**src/rtl/cp0_exc_ctrl_pkg.sv**
```systemverilog
// Shared CP0 definitions: MEM-stage exception codes, register numbers,
// Cause.ExcCode values and the bit layout of Status/Cause.
package cp0_exc_ctrl_pkg;

    localparam logic [31:0] HANDLER_PC = 32'h0000_4180;

    typedef enum logic [1:0] {
        EXC_INT    = 2'd0,
        EXC_UNIMPL = 2'd1,
        EXC_OV     = 2'd2
    } exc_code_e;

    typedef enum logic {
        ST_RUN   = 1'b0,
        ST_FLUSH = 1'b1
    } state_e;

    localparam logic [4:0] REG_STATUS = 5'd12;
    localparam logic [4:0] REG_CAUSE  = 5'd13;
    localparam logic [4:0] REG_EPC    = 5'd14;

    localparam logic [4:0] CAUSE_CODE_INT = 5'd0;
    localparam logic [4:0] CAUSE_CODE_RI  = 5'd10;
    localparam logic [4:0] CAUSE_CODE_OV  = 5'd12;

    localparam int STATUS_IE_BIT  = 0;
    localparam int STATUS_EXL_BIT = 1;
    localparam int STATUS_IM_LSB  = 8;
    localparam int CAUSE_BD_BIT   = 31;
    localparam int CAUSE_IP_LSB   = 8;
    localparam int CAUSE_IPHW_LSB = 10;
    localparam int CAUSE_EXC_LSB  = 2;

    localparam logic [31:0] STATUS_WMASK   = 32'h0000_FF03;
    localparam logic [31:0] CAUSE_SW_MASK  = 32'h0000_0300;
    localparam logic [31:0] CAUSE_BD_MASK  = 32'h8000_0000;
    localparam logic [31:0] CAUSE_EXC_MASK = 32'h0000_007C;

    // Code 2'b11 is not produced by the decoder; treat it like an unimplemented op.
    function automatic logic [4:0] map_exc_code(input logic [1:0] code);
        case (code)
            EXC_INT:    map_exc_code = CAUSE_CODE_INT;
            EXC_OV:     map_exc_code = CAUSE_CODE_OV;
            default:    map_exc_code = CAUSE_CODE_RI;
        endcase
    endfunction

endpackage

```
**src/rtl/cp0_exc_ctrl_regfile.sv**
```systemverilog
// Status/Cause/EPC storage with a single prioritised write port
// (entry > eret > mtc0) and the combinational mfc0 read mux.
module cp0_regfile
    import cp0_exc_ctrl_pkg::*;
(
    input  logic        clk,
    input  logic        rst,
    input  logic [5:0]  hw_int,
    input  logic        entry_en,
    input  logic        entry_bd,
    input  logic [31:0] entry_epc,
    input  logic [4:0]  entry_code,
    input  logic        eret_en,
    input  logic        mtc0_en,
    input  logic [4:0]  addr,
    input  logic [31:0] wdata,
    output logic [31:0] rdata,
    output logic [31:0] epc,
    output logic        status_ie,
    output logic        status_exl,
    output logic        irq_pending
);

    logic [31:0] status_q;
    logic [31:0] cause_q;
    logic [5:0]  ip_hw_q;
    logic [31:0] epc_q;
    logic [31:0] cause_rd;

    always_ff @(posedge clk) begin
        if (rst) begin
            status_q <= 32'd0;
            cause_q  <= 32'd0;
            ip_hw_q  <= 6'd0;
            epc_q    <= 32'd0;
        end else begin
            ip_hw_q <= hw_int;
            if (entry_en) begin
                epc_q    <= entry_epc;
                status_q <= status_q | (32'd1 << STATUS_EXL_BIT);
                cause_q  <= (cause_q & ~(CAUSE_BD_MASK | CAUSE_EXC_MASK))
                          | ({31'd0, entry_bd} << CAUSE_BD_BIT)
                          | ({27'd0, entry_code} << CAUSE_EXC_LSB);
            end else if (eret_en) begin
                status_q <= status_q & ~(32'd1 << STATUS_EXL_BIT);
            end else if (mtc0_en) begin
                case (addr)
                    REG_STATUS: status_q <= wdata & STATUS_WMASK;
                    REG_CAUSE:  cause_q  <= (cause_q & ~CAUSE_SW_MASK) | (wdata & CAUSE_SW_MASK);
                    REG_EPC:    epc_q    <= wdata;
                    default:    ;
                endcase
            end
        end
    end

    assign cause_rd = cause_q | ({26'd0, ip_hw_q} << CAUSE_IPHW_LSB);

    always_comb begin
        rdata = 32'd0;
        case (addr)
            REG_STATUS: rdata = status_q;
            REG_CAUSE:  rdata = cause_rd;
            REG_EPC:    rdata = epc_q;
            default:    rdata = 32'd0;
        endcase
    end

    assign epc         = epc_q;
    assign status_ie   = status_q[STATUS_IE_BIT];
    assign status_exl  = status_q[STATUS_EXL_BIT];
    assign irq_pending = |(cause_rd[CAUSE_IP_LSB +: 8] & status_q[STATUS_IM_LSB +: 8]);

endmodule

```
**src/rtl/cp0_exc_ctrl.sv**
```systemverilog
// CP0 exception controller: prioritises MEM-stage events, then spends one
// FLUSH cycle killing the pipeline and redirecting the PC.
module cp0_exc_ctrl
    import cp0_exc_ctrl_pkg::*;
(
    input  logic        clk,
    input  logic        rst,
    input  logic [1:0]  ExcCode,
    input  logic        mem_valid,
    input  logic [31:0] mem_pc,
    input  logic        mem_bd,
    input  logic        eret,
    input  logic        mtc0_we,
    input  logic [4:0]  cp0_addr,
    input  logic [31:0] cp0_wdata,
    input  logic [5:0]  hw_int,
    output logic [31:0] cp0_rdata,
    output logic        flush,
    output logic        redirect,
    output logic [31:0] redirect_pc,
    output logic        exl,
    output state_e      dbg_state
);

    state_e      state_q, state_d;
    logic [31:0] target_q, target_d;

    logic        in_run;
    logic        sync_exc;
    logic        irq;
    logic        take_entry;
    logic        do_eret;
    logic        do_mtc0;
    logic [31:0] entry_epc;
    logic [4:0]  entry_code;
    logic [31:0] epc;
    logic        status_ie;
    logic        status_exl;
    logic        irq_pending;

    // Interrupt gating uses the pre-edge Status, so a same-cycle mtc0 cannot unmask itself.
    assign in_run     = (state_q == ST_RUN);
    assign sync_exc   = in_run && mem_valid && (ExcCode != EXC_INT);
    assign irq        = in_run && mem_valid && status_ie && !status_exl && irq_pending;
    assign take_entry = sync_exc || irq;
    assign do_eret    = in_run && mem_valid && eret && !take_entry;
    assign do_mtc0    = in_run && mem_valid && mtc0_we && !take_entry && !do_eret;
    assign entry_epc  = mem_bd ? (mem_pc - 32'd4) : mem_pc;
    assign entry_code = sync_exc ? map_exc_code(ExcCode) : CAUSE_CODE_INT;

    cp0_regfile u_regfile (
        .clk         (clk),
        .rst         (rst),
        .hw_int      (hw_int),
        .entry_en    (take_entry),
        .entry_bd    (mem_bd),
        .entry_epc   (entry_epc),
        .entry_code  (entry_code),
        .eret_en     (do_eret),
        .mtc0_en     (do_mtc0),
        .addr        (cp0_addr),
        .wdata       (cp0_wdata),
        .rdata       (cp0_rdata),
        .epc         (epc),
        .status_ie   (status_ie),
        .status_exl  (status_exl),
        .irq_pending (irq_pending)
    );

    always_ff @(posedge clk) begin
        if (rst) begin
            state_q  <= ST_RUN;
            target_q <= 32'd0;
        end else begin
            state_q  <= state_d;
            target_q <= target_d;
        end
    end

    always_comb begin
        state_d     = state_q;
        target_d    = target_q;
        flush       = 1'b0;
        redirect    = 1'b0;
        redirect_pc = 32'd0;
        case (state_q)
            ST_RUN: begin
                if (take_entry) begin
                    state_d  = ST_FLUSH;
                    target_d = HANDLER_PC;
                end else if (do_eret) begin
                    state_d  = ST_FLUSH;
                    target_d = epc;
                end
            end
            ST_FLUSH: begin
                flush       = 1'b1;
                redirect    = 1'b1;
                redirect_pc = target_q;
                state_d     = ST_RUN;
            end
            default: state_d = ST_RUN;
        endcase
    end

    assign exl       = status_exl;
    assign dbg_state = state_q;

endmodule

```
**config.mk**
```make
export PLATFORM = sky130hd
export DESIGN_NAME = cp0_exc_ctrl
export DESIGN_NICKNAME = d
export VERILOG_FILES = /design/src/rtl/cp0_exc_ctrl_pkg.sv /design/src/rtl/cp0_exc_ctrl_regfile.sv /design/src/rtl/cp0_exc_ctrl.sv
export SDC_FILE = /design/constraint.sdc
export NUM_CORES = 1
export LEC_CHECK = 0
export ABC_AREA = 1
export CAP_MARGIN = 10
export CORE_MARGIN = 2
export CORE_UTILIZATION = 35
export CTS_BUF_LIST = sky130_fd_sc_hd__clkbuf_4 sky130_fd_sc_hd__clkbuf_8
export DETAILED_ROUTE_END_ITERATION = 7
export GPL_ROUTABILITY_DRIVEN = 0
export REMOVE_ABC_BUFFERS = 1
export SYNTH_ARGS = -nofsm -noshare
export SYNTH_HDL_FRONTEND = slang
export SYNTH_HIERARCHICAL = 1
export SYNTH_SLANG_ARGS = --single-unit
```
**constraint.sdc**
```tcl
create_clock -name clk -period 5.3 [get_ports clk]
set_input_delay 0.53 -clock clk [delete_from_list [all_inputs] [get_ports clk]]
set_output_delay 0.53 -clock clk [all_outputs]
set_load 0.03 [all_outputs]
```
==> impl_results.md, run 1 <==
- Final HPWL DP: 12.66 mm
- Core area: 16410 sq um
- Top-level port count: 151
- RSZ-0062 raised after global routing: false
- Clk pin slew, worst setup/hold paths: 0.10 ns
- Largest cells by area after synthesis: dfxtp_1, nand2_1, nor2_1, inv_1, a21oi_1
- Storage cell area: 1783 sq um
- Clk sinks: 89
- Multi-input logic area: 3159 sq um
- Diode count: 0
- Setup Buffers After CTS: 0
- Max-cap viol count: 0
- Layout cells sized above 1: 6.256%
- Post-cts resize count: 0
- Top-count cell post-synth: nand2_1
- Vias in the first global route: 5559
- R2R cell count: 16
- Final hold vios: 0
- Die Wd: 133.0 um
- Core Rows: 47
- Fmax: 262.3 MHz
- Design Area, Final: 7513 sq um
- Status: completed
- Vias: 5975
- Post-Syn Instances: 953
- Filler Cell Count: 1775
- Total power: 1.620 mW
- Slew @ Worst Pin: 0.8516 ns
- Worst r2r src: u_regfile/cause_q[8]
- Slew Viols, Final: 0
- Layout area overhead: 29.08%
- Hold_sp: target_q[19]
- I/O Buffers: 150
- Clock Skew: 0.01241 ns
- Largest fanout on the critical path: 63
- Synth top cells by count: nand2_1, nor2_1, inv_1
- Final Setup Violations: 0
- Crit path time final: 3.812 ns
- Largest net degree at the start of global routing: 64
- Final TNS setup: 0 ns
- Startpoint types: flop
- Worst-case clock buffer depth: 2
- YS warnings: 6
- FF-to-FF End: u_regfile/epc[17]
- Post-DR wirelength/cell: 13.76 um
- Max IR drop VDD: 121.0 uV
- Critical Path End Type: flop
- Drt first pass iters: 5
- Starting Density: 35.48%
- Fin nets: 1150
- Total CTS buffers: 9
- Synth cell types: 34
- Detailed-route DRC error count: 0
- Post-DRT Antenna Nets: 0
- Setup slack, reg-to-reg: 1.49 ns
- CP arrival: 4.09 ns
- Post-synth EDFFs: 0
- Initial antenna violation count: 0
- Ys async rst share: 0%
- Sequential share of the synthesized area: 30.61%
- Critical path type: reg -> reg
- CTS tree: yes
- Cell taking the most area after synthesis: dfxtp_1
- Pwr dens: 215.6 nW/um^2
- Clock Latency Late Sink: 0.38 ns
- Final wirelength: 17.76 mm
- Vias/cell: 4.628
- Post-route clock period utilization: 71.93%
- Hold path depth: 2
- First-pass GRT wire length: 28.07 mm
- Worst Hold Class: reg -> reg
- Seq cells post-synth: 89
- GRT Total Usage: 19.97%
- 1st-iter DRT viols: 454
- Share of the synthesized area in the top cell type: 30.61%
- Die ar.: 17680 sq um
- Chip height: 133.0 um
- Relative slew slack: 43.23%
- H-tree depth: 3
- DP Area: 7281 sq um
- P_leak: 3.525 nW
- Dominant synthesized flop cell: dfxtp_1
- Hold_buf cts: 0
- Hold EP: target_q[19]
- GRT overflow: 0
- Data required, critical path: 5.57 ns
- Mean post-synth cell area: 6.108 sq um
- Mapped Area: 5821 sq um
- Clk root buf: clkbuf_8
[logic make-up after synthesis]
| kind of cell | Yosys count | share of synthesized area, % |
|---|---|---|
| adder cells (fa/ha/maj) | 1 | 0.2149 |
| AO/OA/AOI/OAI | 110 | 10.10 |
| flip-flops | 89 | 30.61 |
| buffers and inverters | 191 | 15.18 |
| other | 1 | 0.06443 |
| XOR/XNOR | 11 | 1.655 |
| AND/OR/NAND/NOR | 550 | 42.18 |
[registers in the layout (all words and copies together) (netlist names)]
register            count
u_regfile/epc          32
dbg_state               1
u_regfile/ip_hw_q       6
u_regfile/status_q     10
target_q               32
u_regfile/cause_q       8
[worst max-delay path by stage]
stage	start	end	slack [ns]	depth (start not counted)
2_1_floorplan	dbg_state	u_regfile/epc[0]	1.34	11
3_3_place_gp	mem_valid	u_regfile/epc[22]	1.52	13
3_5_place_dp	mem_valid	u_regfile/epc[17]	1.42	13
4_1_cts	u_regfile/cause_q[8]	u_regfile/epc[17]	1.51	16
5_1_grt	u_regfile/status_q[8]	u_regfile/epc[17]	1.09	16
6_report	u_regfile/cause_q[8]	u_regfile/epc[17]	1.49	16
[layer usage]
layer	GRT usage (%)	wire length, um	up-vias
li1	-	-	3175
met1	26.58	8453	2649
met2	33.51	8347	136
met3	3.333	724	15
met4	5.376	235	0
met5	0	0	-
[cells in the final DEF, fill, tap and decap left out]
cell type | synthesis | layout
a21oi_1 | 67 | 67
a221oi_1 | 2 | 2
buf_12 | 0 | 1
buf_2 | 13 | 1
buf_4 | 5 | 4
bufinv_16 | 0 | 2
clkbuf_4 | 0 | 1
clkbuf_8 | 1 | 11
clkdlybuf4s50_1 | 0 | 149
clkinv_2 | 1 | 3
conb_1 | 1 | 2
dfxtp_1 | 89 | 88
dfxtp_2 | 0 | 1
ha_1 | 1 | 1
inv_1 | 132 | 132
inv_2 | 4 | 3
inv_6 | 0 | 1
nand2_1 | 294 | 294
nand2_2 | 4 | 4
nand2_4 | 1 | 1
nand3_1 | 29 | 29
nand3_2 | 18 | 18
nand3_4 | 2 | 2
nand4_1 | 42 | 42
nor2_1 | 143 | 143
nor2_2 | 6 | 6
nor2_4 | 5 | 5
nor2_8 | 2 | 2
nor3_1 | 3 | 3
o211ai_1 | 7 | 7
o21ai_0 | 30 | 30
o21ai_1 | 2 | 2
o21ai_4 | 1 | 1
o22ai_1 | 1 | 1
or2_1 | 1 | 1
xnor2_1 | 2 | 2
xor2_1 | 9 | 9
[per-stage QoR]
step                      hold WS, ns  instances  utilization (%)  setup slack [ns]
after floorplan                0.4351        900                -             1.336
after global placement         0.4515       1275            44.38             1.517
after detailed placement       0.4553       1275            44.38             1.420
after CTS                      0.4685       1291            45.79             1.512
after global routing           0.4814       1291            45.79             1.086
final                          0.4654       1291            45.79             1.488
[power breakdown]
part,switching (mW),total (mW),internal [mW]
sequential,0.0257,0.730,0.705
clock,0.255,0.552,0.298
combinational,0.199,0.337,0.138
total,0.479,1.62,1.14
[worst max-delay path, stage by stage (launching register included)]
cell,delay [ns]
dfxtp_1,0.34
nand2_1,0.12
nand2_1,0.06
a221oi_1,0.27
nand2_1,0.13
nand2_1,0.12
inv_1,0.06
nand3_2,0.10
nand2_4,0.30
nor2_8,0.53
inv_1,0.08
nor2_1,0.28
inv_2,0.06
nor2_2,0.13
nand3_4,0.64
a21oi_1,0.38
nor2_1,0.07
[cell type report]
class	instances	area share, %
clock buffer	12	2.115
clock inverter	4	0.9825
inverter	137	6.878
multi-input combinational	674	42.05
sequential	89	23.73
tap	220	3.664
timing repair buffer	155	20.58
Note: power is estimated with default switching activity, not from simulation.
==> inputs of run 2 (changes only) <==
==> constraint.sdc (replaced) <==
create_clock -name clk -period 3.1 [get_ports clk]
set_input_delay 0.31 -clock clk [delete_from_list [all_inputs] [get_ports clk]]
set_output_delay 0.31 -clock clk [all_outputs]
set_load 0.03 [all_outputs]
==> run 2 against run 1 <==
  * Sequential power grew 70%
  * Die area is the same
  * Worst hold slack got worse by 0.026 ns
  * Sequential share of layout area is 0.19 points lower
  * Via count increased by 0.55%
  * Clock power increased by 55%
  * Highest routed layer unchanged
  * Final cell count rose by 0.93%
  * Critical path depth down 9
  * Non-clock buffer count rose by 13
  * Register-to-register slack worse by 0.87 ns
  * First-iteration DRC count increased by 16%
  * Sequential cell count unchanged
==> impl_results.md, run 2 (synthesis gave the netlist of run 1 again) <==
- Status: completed
- Crit path time final: 2.661 ns
- Vias/cell: 4.611 (-0.37%)
- GRT overflow: 0 (unchanged)
- Switching power: 819.5 uW (+71%)
- Setup Buffers After CTS: 0 (unchanged)
- Sw Ratio: 30.48% (+0.88 points)
- Logic gate share of total power: 22.0% (+1.2 points)
- Pwr dens: 354.9 nW/um^2 (+65%)
- GRT Total Usage: 20.52% (+0.54 points)
- Final hold vios: 0 (unchanged)
- Met1 usage: 27.03% (+0.45 points)
- Post-DRT Antenna Nets: 0 (unchanged)
- Clock Skew: 0.01425 ns (+0.001845 ns)
- GR met3 Demand/Resource: 3.678% (+0.34 points)
- Post-route clock period utilization: 85.83%
- Post-cts resize count: 0 (unchanged)
- Largest net degree at the start of global routing: 46 (-28%)
- Fin nets: 1163 (+1.1%)
- Die ar.: 17680 sq um (unchanged)
- Hold_buf cts: 0 (unchanged)
- Design Area, Final: 7575 sq um (+0.82%)
- Clock Latency Late Sink: 0.38 ns (about the same)
- Clk pin slew, worst setup/hold paths: 0.09 ns (about the same)
- Post-DR wirelength/cell: 13.79 um (+0.20%)
- Hold path depth: 3 (+1)
- Core Rows: 47 (unchanged)
- Relative slew slack: 34.32% (-8.9 points)
- Fmax: 375.8 MHz
- Data required, critical path: 2.79 ns (-2.78 ns)
- 1st-iter DRT viols: 525 (+16%)
- Largest fanout on the critical path: 21 (-67%)
- Slowest stage delay, CP: 0.48 ns (-0.16 ns)
- CP Launch Point: cp0_addr[3]
- RSZ-0062 raised after global routing: false
- Hold_ws: 0.4393 ns (-0.02607 ns)
- Setup slack, reg-to-reg: 0.62 ns (-0.87 ns)
- GR Layer Usage met2: 34.43% (+0.92 points)
- Setup ws final: 0.4393 ns (-1.048 ns)
- Slowest-stage cell, CP: clkdlybuf4s50_1
- Most common cell after layout, fill and taps aside: nand2_1
- I/O Buffers: 150 (unchanged)
- Diode count: 0 (unchanged)
- Final Setup Violations: 0 (unchanged)
- Hold EP: u_regfile/ip_hw_q[3]
- H-tree depth: 3 (unchanged)
- Worst slack, placed: 0.4545 ns (-0.9660 ns)
- Worst Hold Class: in -> reg
- Final wirelength: 17.96 mm (+1.1%)
- Max-cap viol count: 0 (unchanged)
- Worst r2r src: u_regfile/cause_q[8]
- Total CTS buffers: 9 (unchanged)
- Clk pwr share: 31.9% (-2.2 points)
- Final HPWL DP: 13.19 mm (+4.2%)
- Layout cells sized above 1: 9.695% (+3.4 points)
- R2R cell count: 17 (+1)
- Hold_sp: hw_int[3]
- Worst-path cell chain: clkdlybuf4s50_1 -> nand2_1 -> nor2_4 -> nand2_1 -> buf_4 -> o21ai_0 -> buf_12
- P_leak: 3.642 nW (+3.3%)
- Drt first pass iters: 4 (-1)
- Core area: 16410 sq um (unchanged)
- Clk sinks: 89 (unchanged)
- Chip height: 133.0 um (unchanged)
- Initial antenna violation count: 0 (unchanged)
- CTS tree: yes
- Max IR drop VDD: 169.0 uV (+40%)
- Sequential power share: 46.1% (+1.0 points)
- Final TNS setup: 0 ns (unchanged)
- Vias in the first global route: 5653 (+1.7%)
- Vias: 6008 (+0.55%)
- Total power: 2.689 mW (+66%)
- FF-to-FF End: u_regfile/epc[28]
- Clk root buf: clkbuf_8
- Startpoint types: input port
- Slew Viols, Final: 0 (unchanged)
- First-pass GRT wire length: 29.08 mm (+3.6%)
- GRT Max-Usage Layer: met2
- Filler Cell Count: 1745 (-1.7%)
- Most frequent cells in the layout: nand2_1, nor2_1, inv_1
- Top-level port count: 151 (unchanged)
- CP arrival: 2.35 ns (-1.74 ns)
- Die Wd: 133.0 um (unchanged)
- Starting Density: 35.48% (unchanged)
- Detailed-route DRC error count: 0 (unchanged)
- Critical path's top delay family: buffers and inverters
- Worst-case clock buffer depth: 2 (unchanged)
- Buffers plus inverters on the worst setup path: 3 (unchanged)
- Critical path type: in -> out
- Layout area overhead: 30.14%
- DP Area: 7376 sq um (+1.3%)
- Slew @ Worst Pin: 0.9842 ns (+0.1326 ns)
- Internal power contribution: 1.869 mW (+64%)
- CP dominant cell by count: nand2_1
- Critical Path End Type: primary output
[run 2: changes by cell type in the layout (fill, tap and decap cells not counted), sizes merged]
cell,before,now
buf,6,45
clkdlybuf4s50,149,123
clkbuf,12,13
bufinv,2,1
inv,136,135
[run 2: worst max-delay path by stage]
| stage | to | cells after the start |
|---|---|---|
| floorplan | u_regfile/epc[0] | 11 |
| global placement | cp0_rdata[2] | 7 |
| detailed placement | cp0_rdata[2] | 7 |
| CTS | cp0_rdata[2] | 7 |
| global route | u_regfile/epc[0] | 18 |
| finish | cp0_rdata[2] | 7 |
[run 2: power by group through the flow]
| stage | sequential (mW) | clock (mW) | combinational [mW] |
|---|---|---|---|
| floorplan | 1.27 | 0 | 0.321 |
| global placement | 1.27 | 0 | 0.589 |
| detailed placement | 1.27 | 0 | 0.591 |
| CTS | 1.24 | 0.879 | 0.594 |
| global route | 1.25 | 0.918 | 0.661 |
| finish | 1.24 | 0.858 | 0.591 |
[run 2: metal layers]
layer | up-vias | routed length (um)
met1 | 2657 | 8421
met2 | 132 | 8465
met4 | 0 | 295
met3 | 17 | 779
met5 | - | 0
li1 | 3202 | -
[run 2: area by class of cell]
cell class | count | area (sq um) | area share, %
inverter | 137 | 516.7 | 6.822
timing repair buffer | 168 | 1642 | 21.67
clock inverter | 2 | 38.79 | 0.5121
clock buffer | 13 | 160.2 | 2.114
tap | 220 | 275.3 | 3.634
sequential | 89 | 1783 | 23.54
multi-input combinational | 674 | 3159 | 41.71
[run 2: worst min-delay path, cell delays in order]
cell             delay (ns)
clkdlybuf4s50_1        0.40
inv_1                  0.05
nor2_1                 0.03
[run 2: through the flow]
stage,utilization [%],instances
final,46.17,1303
after global routing,46.17,1303
after CTS,46.17,1303
after detailed placement,44.96,1288
after global placement,44.96,1288
after floorplan,-,900
==> inputs of run 3 (changes only) <==
--- a/config.mk
+++ b/config.mk
@@ -7,7 +7,7 @@
 export LEC_CHECK = 0
 export ABC_AREA = 1
 export CAP_MARGIN = 10
-export CORE_MARGIN = 2
+export CORE_MARGIN = 5
 export CORE_UTILIZATION = 35
 export CTS_BUF_LIST = sky130_fd_sc_hd__clkbuf_4 sky130_fd_sc_hd__clkbuf_8
 export DETAILED_ROUTE_END_ITERATION = 7
==> run 3 against run 2 <==
  * Combinational power barely moved
  * Clock-buffer cell count is 3 lower
  * Clock power grew 7.8%
  * Critical path depth decreased by 1
  * Utilization shrank 0.20 points
  * Non-clock buffer count is 1 lower
  * Clock skew fell by 0.0040 ns
  * Maximum frequency up 0.22%
  * First-iteration DRC count shrank 32%
  * Final cell count unchanged
  * Power up 2.3%
  * Worst hold slack got worse by 0.0014 ns
==> impl_results.md, run 3 (synthesis gave the netlist of run 1 again) <==
- GRT Total Usage: 18.56% (-2.0 points)
- Chip height: 139.0 um (+4.5%)
- Startpoint types: input port
- Clk pin slew, worst setup/hold paths: 0.10 ns (about the same)
- Clk pwr share: 33.6% (+1.7 points)
- Die ar.: 19310 sq um (+9.2%)
- CP arrival: 2.34 ns (about the same)
- Core Rows: 47 (unchanged)
- Worst Hold Class: in -> reg
- Most frequent cells in the layout: nand2_1, nor2_1, inv_1
- GRT overflow: 0 (unchanged)
- Final TNS setup: 0 ns (unchanged)
- Clock Latency Late Sink: 0.37 ns (about the same)
- Total CTS buffers: 9 (unchanged)
- Starting Density: 35.35% (-0.13 points)
- Pwr dens: 363.5 nW/um^2 (+2.4%)
- Drt first pass iters: 5 (+1)
- Slew @ Worst Pin: 0.5791 ns (-0.4051 ns)
- Most common cell after layout, fill and taps aside: nand2_1
- Final Setup Violations: 0 (unchanged)
- H-tree depth: 3 (unchanged)
- Clk sinks: 89 (unchanged)
- Status: completed
- Worst slack, placed: 0.4056 ns (-0.04889 ns)
- Diode count: 0 (unchanged)
- Max-cap viol count: 0 (unchanged)
- Relative slew slack: 61.39% (+27 points)
- Layout area overhead: 30.03% (about the same)
- Layout cells sized above 1: 8.957% (-0.74 points)
- Final wirelength: 18.15 mm (+1.0%)
- CTS tree: yes
- Final hold vios: 0 (unchanged)
- Die Wd: 139.0 um (+4.5%)
- Critical path type: in -> out
- Worst-case clock buffer depth: 2 (unchanged)
- Vias/cell: 4.627 (+0.35%)
- Hold_buf cts: 0 (unchanged)
- Clk root buf: clkbuf_8
- Sequential power share: 44.9% (-1.2 points)
- Critical Path End Type: primary output
- Largest net degree at the start of global routing: 55 (+20%)
- Post-DR wirelength/cell: 13.93 um (+1.0%)
- Core area: 16470 sq um (+0.36%)
- Vias in the first global route: 5723 (+1.2%)
- P_leak: 3.615 nW (-0.73%)
- Data required, critical path: 2.79 ns (about the same)
- Initial antenna violation count: 0 (unchanged)
- First-pass GRT wire length: 29.41 mm (+1.1%)
- Max IR drop VDD: 188.3 uV (+11%)
- Slew Viols, Final: 0 (unchanged)
- Filler Cell Count: 1800 (+3.2%)
- RSZ-0062 raised after global routing: false
- Switching power: 838.0 uW (+2.3%)
- Final HPWL DP: 13.42 mm (+1.7%)
- Internal power contribution: 1.913 mW (+2.4%)
- Setup ws final: 0.4451 ns (+0.005798 ns)
- Crit path time final: 2.655 ns (-0.005798 ns)
- Vias: 6029 (+0.35%)
- I/O Buffers: 150 (unchanged)
- Fmax: 376.7 MHz (+0.22%)
- Setup Buffers After CTS: 0 (unchanged)
- Post-DRT Antenna Nets: 0 (unchanged)
- Logic gate share of total power: 21.5% (-0.5 points)
- Largest fanout on the critical path: 13 (-38%)
- Post-route clock period utilization: 85.64% (-0.19 points)
- 1st-iter DRT viols: 359 (-32%)
- Post-cts resize count: 0 (unchanged)
- Fin nets: 1162 (-0.086%)
- Top-level port count: 151 (unchanged)
- Clock Skew: 0.01024 ns (-0.004014 ns)
- Detailed-route DRC error count: 0 (unchanged)
- Sw Ratio: 30.46% (about the same)
==> run 3: cell types whose count changed in the layout (fill, tap and decap cells not counted), moves of 2 or more <==
cell / previous run / this run
clkdlybuf4s50_1: 123 / 130
buf_4: 38 / 33
buf_12: 6 / 3
clkbuf_4: 3 / 1
==> run 3: metal layers <==
metal	global-route usage [%]	routed length, um	vias up
met4	4.737	206	0
met1	24.77	8629	2682
li1	-	-	3201
met2	31.19	8463	135
met5	0	0	-
met3	3.207	847	11
==> run 3: critical path: stages <==
cell             delay, ns
clkdlybuf4s50_1       0.48
nand2_1               0.11
nor2_4                0.15
nand2_1               0.36
nor2_1                0.24
clkdlybuf4s50_1       0.70
==> run 3: final cells by class <==
class	instances	area [sq um]	area share (%)
multi-input combinational	674	3159	41.74
clock buffer	10	131.4	1.736
clock inverter	6	90.09	1.190
sequential	89	1782	23.54
tap	220	275.3	3.637
inverter	137	516.7	6.828
timing repair buffer	167	1614	21.33
==> run 3: final timing paths <==
path / startpoint / endpoint / slack (ns) / depth (start not counted)
worst min-delay path: hw_int[1] / u_regfile/ip_hw_q[1] / 0.44 / 3
worst max register to register: u_regfile/cause_q[9] / u_regfile/epc[21] / 0.64 / 18
worst min register to register: target_q[2] / target_q[2] / 0.47 / 2
worst max-delay path: cp0_addr[3] / cp0_rdata[19] / 0.45 / 6
==> run 3: metrics by stage <==
stage / instances / total power, mW / util [%] / area (sq um) / hold WS (ns)
floorplan: 900 / 1.590 / - / 5456 / 0.3791
global placement: 1287 / 1.851 / 44.62 / 7347 / 0.4495
detailed placement: 1287 / 1.854 / 44.62 / 7347 / 0.4527
CTS: 1303 / 2.770 / 45.97 / 7569 / 0.4182
global route: 1303 / 2.889 / 45.97 / 7569 / 0.4380
finish: 1303 / 2.751 / 45.97 / 7569 / 0.4380
==> run 3: power by group through the flow <==
stage / registers [mW] / clock network, mW / logic, mW
finish: 1.23 / 0.925 / 0.592
global route: 1.24 / 0.983 / 0.663
CTS: 1.23 / 0.939 / 0.596
detailed placement: 1.26 / 0 / 0.593
global placement: 1.26 / 0 / 0.592
floorplan: 1.27 / 0 / 0.321
==> edit 1, RTL diff (settings of run 2) <==
Set the package constant `STATUS_IM_LSB` to 4 (it was 8).
--- a/src/rtl/cp0_exc_ctrl_pkg.sv
+++ b/src/rtl/cp0_exc_ctrl_pkg.sv
@@ -25,7 +25,7 @@
 
     localparam int STATUS_IE_BIT  = 0;
     localparam int STATUS_EXL_BIT = 1;
-    localparam int STATUS_IM_LSB  = 8;
+    localparam int STATUS_IM_LSB  = 4;
     localparam int CAUSE_BD_BIT   = 31;
     localparam int CAUSE_IP_LSB   = 8;
     localparam int CAUSE_IPHW_LSB = 10;
Behaviour: not the same (Yosys sat finds a counterexample within 4 cycles, from zero or initial values and one cycle with rst high).
==> edit 1 against run 2 <==
Routed wire length down 0.70%; synthesized cell count is 1.2% lower; combinational power grew 2%; setup slack improved by 0.19 ns; design area fell by 1.2%; area after synthesis shrank 1.5%; power down 3.9%; sequential cell count is the same; critical endpoint is now cp0_rdata[8]; largest power group unchanged.
==> edit 1: results <==
[run_status]
status = completed

[final_layout]
nonClkBufAreaFrac_pct = 21.9
regArea_um2 = 1780
multi_input_cells = 667
drive_above_1_share_pct = 9.87
n_sequential_cell = 89
nonClockInverterCount = 136
num-nonclk-buffers = 167
multi_input_area_share_pct = 41.5
clock_buffers = 12
fin_nets = 1154
nFillCells = 1763
clock_area_share_pct = 2.27

[hold_path]
hold_end = u_regfile/ip_hw_q[5]
hp-start = hw_int[5]

[route]
vias_per_cell = 4.55
drtPass1Iterations = 5
drtIter0Drc = 347

[critical_path]
reg2regPathDepth = 16
regToRegEndpoint = u_regfile/epc[29]
cp.arrival_ns = 2.16
rrSetupSlack_ns = 0.69
crit_end = cp0_rdata[8]
cp_max_fo = 7
max_stage_delay_ns = 0.66

[yosys]
synth_cell_types = 32
synth_area_leaders = dfxtp_1 (31%), nand2_1 (19%), nor2_1 (9.0%)
synth_common_cells = nand2_1 (293), nor2_1 (138), inv_1 (130)
ys_seq_area_share_pct = 31.1
avgSynthCellArea_um2 = 6.08

[global_route]
grt.total_usage_pct = 20.5
grt_max_degree = 48
grt_first_pass_wirelength_um = 28800
grt_pass1_vias = 5507

[die]
row_count = 46

[sta]
fin_hold_ws_ns = 0.449
clock-skew-final_ns = 0.00812
fmax_mhz = 405
slew_headroom_pct = 63.5

[placed_design]
dp_slack_ns = 0.477
place_area_um2 = 7310

[power]
combPwrFrac_pct = 23.4
ir_drop_mv = 0.166
p_leak_nw = 3.49
p_int_mw = 1.77
seqPwrFrac_pct = 47.8
==> edit 1: changes by cell type after synthesis, sizes merged <==
| cell | before | now |
|---|---|---|
| nor3 | 3 | 2 |
| inv | 136 | 135 |
| o211ai | 7 | 6 |
| nor2 | 156 | 181 |
| o21ai | 33 | 34 |
| nand4 | 42 | 43 |
| buf | 37 | 36 |
| a221oi | 2 | 0 |
| a21oi | 67 | 39 |
| nand3 | 49 | 47 |
| clkbuf | 17 | 15 |
==> edit 1: logic make-up (layout without fill, tap and decap cells) <==
group / Yosys count / count (layout) / synth area share, %
other: 1 / 2 / 0.0654
xor gates and xnor gates: 11 / 11 / 1.68
AOI/OAI and AO/OA: 80 / 80 / 7.47
adders and majority gates: 1 / 1 / 0.218
DFF: 89 / 89 / 31.1
buffers and inverters: 187 / 318 / 14.9
and+or+nand+nor: 573 / 573 / 44.6
==> edit 1: layer usage <==
layer	share of wire (%)	GRT usage (%)
met3	4.5	3.65
met1	49	28.5
met4	1.4	5.56
met5	0	0
met2	45	32.9
==> edit 2, RTL diff (config.mk and constraints of run 2) <==
Made on the original files. Register the output `cp0_rdata`; this adds one clock of latency there. The other outputs are not delayed to match.
--- a/src/rtl/cp0_exc_ctrl.sv
+++ b/src/rtl/cp0_exc_ctrl.sv
@@ -21,6 +21,8 @@
     output logic        exl,
     output state_e      dbg_state
 );
+
+    logic [31:0] cp0_rdata_d;
 
     state_e      state_q, state_d;
     logic [31:0] target_q, target_d;
@@ -60,7 +62,7 @@
         .mtc0_en     (do_mtc0),
         .addr        (cp0_addr),
         .wdata       (cp0_wdata),
-        .rdata       (cp0_rdata),
+        .rdata       (cp0_rdata_d),
         .epc         (epc),
         .status_ie   (status_ie),
         .status_exl  (status_exl),
@@ -106,5 +108,9 @@
     assign exl       = status_exl;
     assign dbg_state = state_q;
 
+    always_ff @(posedge clk) begin
+        cp0_rdata <= cp0_rdata_d;
+    end
+
 endmodule
 
Function: changed (Yosys sat finds a counterexample within 4 cycles, from zero or initial values and one cycle with rst high).
==> edit 2 against run 2 <==
Sequential cell count increased by 32; routed wire length increased by 5.3%; count of clock-buffer cells in the layout increased by 12; setup slack improved by 0.22 ns; power increased by 43%; clock skew decreased by 0.0053 ns; fmax increased by 9.1%; area after synthesis increased by 11%; design area increased by 11%; largest power group unchanged.
==> edit 2: results <==
[sta]
fmax_mhz = 410
tightest_slew_ns = 0.674
clock-skew-final_ns = 0.00899

[clock_network]
ctsHtreeMaxLevel = 4
clk_pin_slew_ns = 0.07
clk-insertion-delay-late_ns = 0.44

[final_layout]
nonClockInverterCount = 136
clock_buffers = 25
nonClkBufAreaFrac_pct = 19.2
fin_nets = 1199
multi_input_area_um2 = 3150
num-nonclk-buffers = 165
regArea_um2 = 2420
clock_area_share_pct = 5.29
n_sequential_cell = 121

[yosys]
synth_common_cells = nand2_1 (295), nor2_1 (143), inv_1 (130)
syn-instance-count = 984
synth_area_leaders = dfxtp_1 (38%), nand2_1 (17%), nor2_1 (8.3%)
avgSynthCellArea_um2 = 6.55

[global_route]
grt.total_usage_pct = 19.5
grt_first_pass_wirelength_um = 30600
grt_max_degree = 65

[route]
vias = 6247
wl_per_cell_um = 13.9
drtIter0Drc = 375

[power]
p_sw_share_pct = 26.5
p_leak_nw = 3.94
pg_seq_mw = 1.65

[critical_path]
crit_path_top_delay_cell = dfxtp_1
regToRegEndpoint = u_regfile/status_q[13]
worstSetupStartpointType = flip-flop
cp_max_fo = 10
max_stage_delay_ns = 0.32

[placed_design]
place_area_um2 = 7990
dp_hpwl_um = 13500

[run_status]
status = completed

[hold_path]
hp-start = hw_int[4]
==> edit 2: changes by cell type after synthesis, sizes merged <==
| cell | before | now |
|---|---|---|
| buf | 37 | 40 |
| inv | 136 | 135 |
| clkbuf | 17 | 14 |
| dfxtp | 89 | 121 |
==> edit 2: routing by layer <==
| metal | GRT usage [%] | routed length [um] | vias to the layer above | share of wire (%) |
|---|---|---|---|---|
| li1 | - | - | 3317 | - |
| met1 | 25.4 | 8870 | 2771 | 47 |
| met2 | 32.2 | 8780 | 139 | 46 |
| met3 | 4.34 | 912 | 20 | 4.8 |
| met4 | 6.53 | 342 | 0 | 1.8 |
| met5 | 0 | 0 | - | 0 |
==> edit 2: cell families (layout without fill, tap and decap cells) <==
group,after synthesis,after routing,synth area share (%)
buf+inv,190,333,13.6
flops,121,121,37.6
compound gates,110,110,9.01
other cells,1,3,0.0582
xor+xnor,11,11,1.50
fa+ha+maj,1,1,0.194
simple gates,550,550,38.0
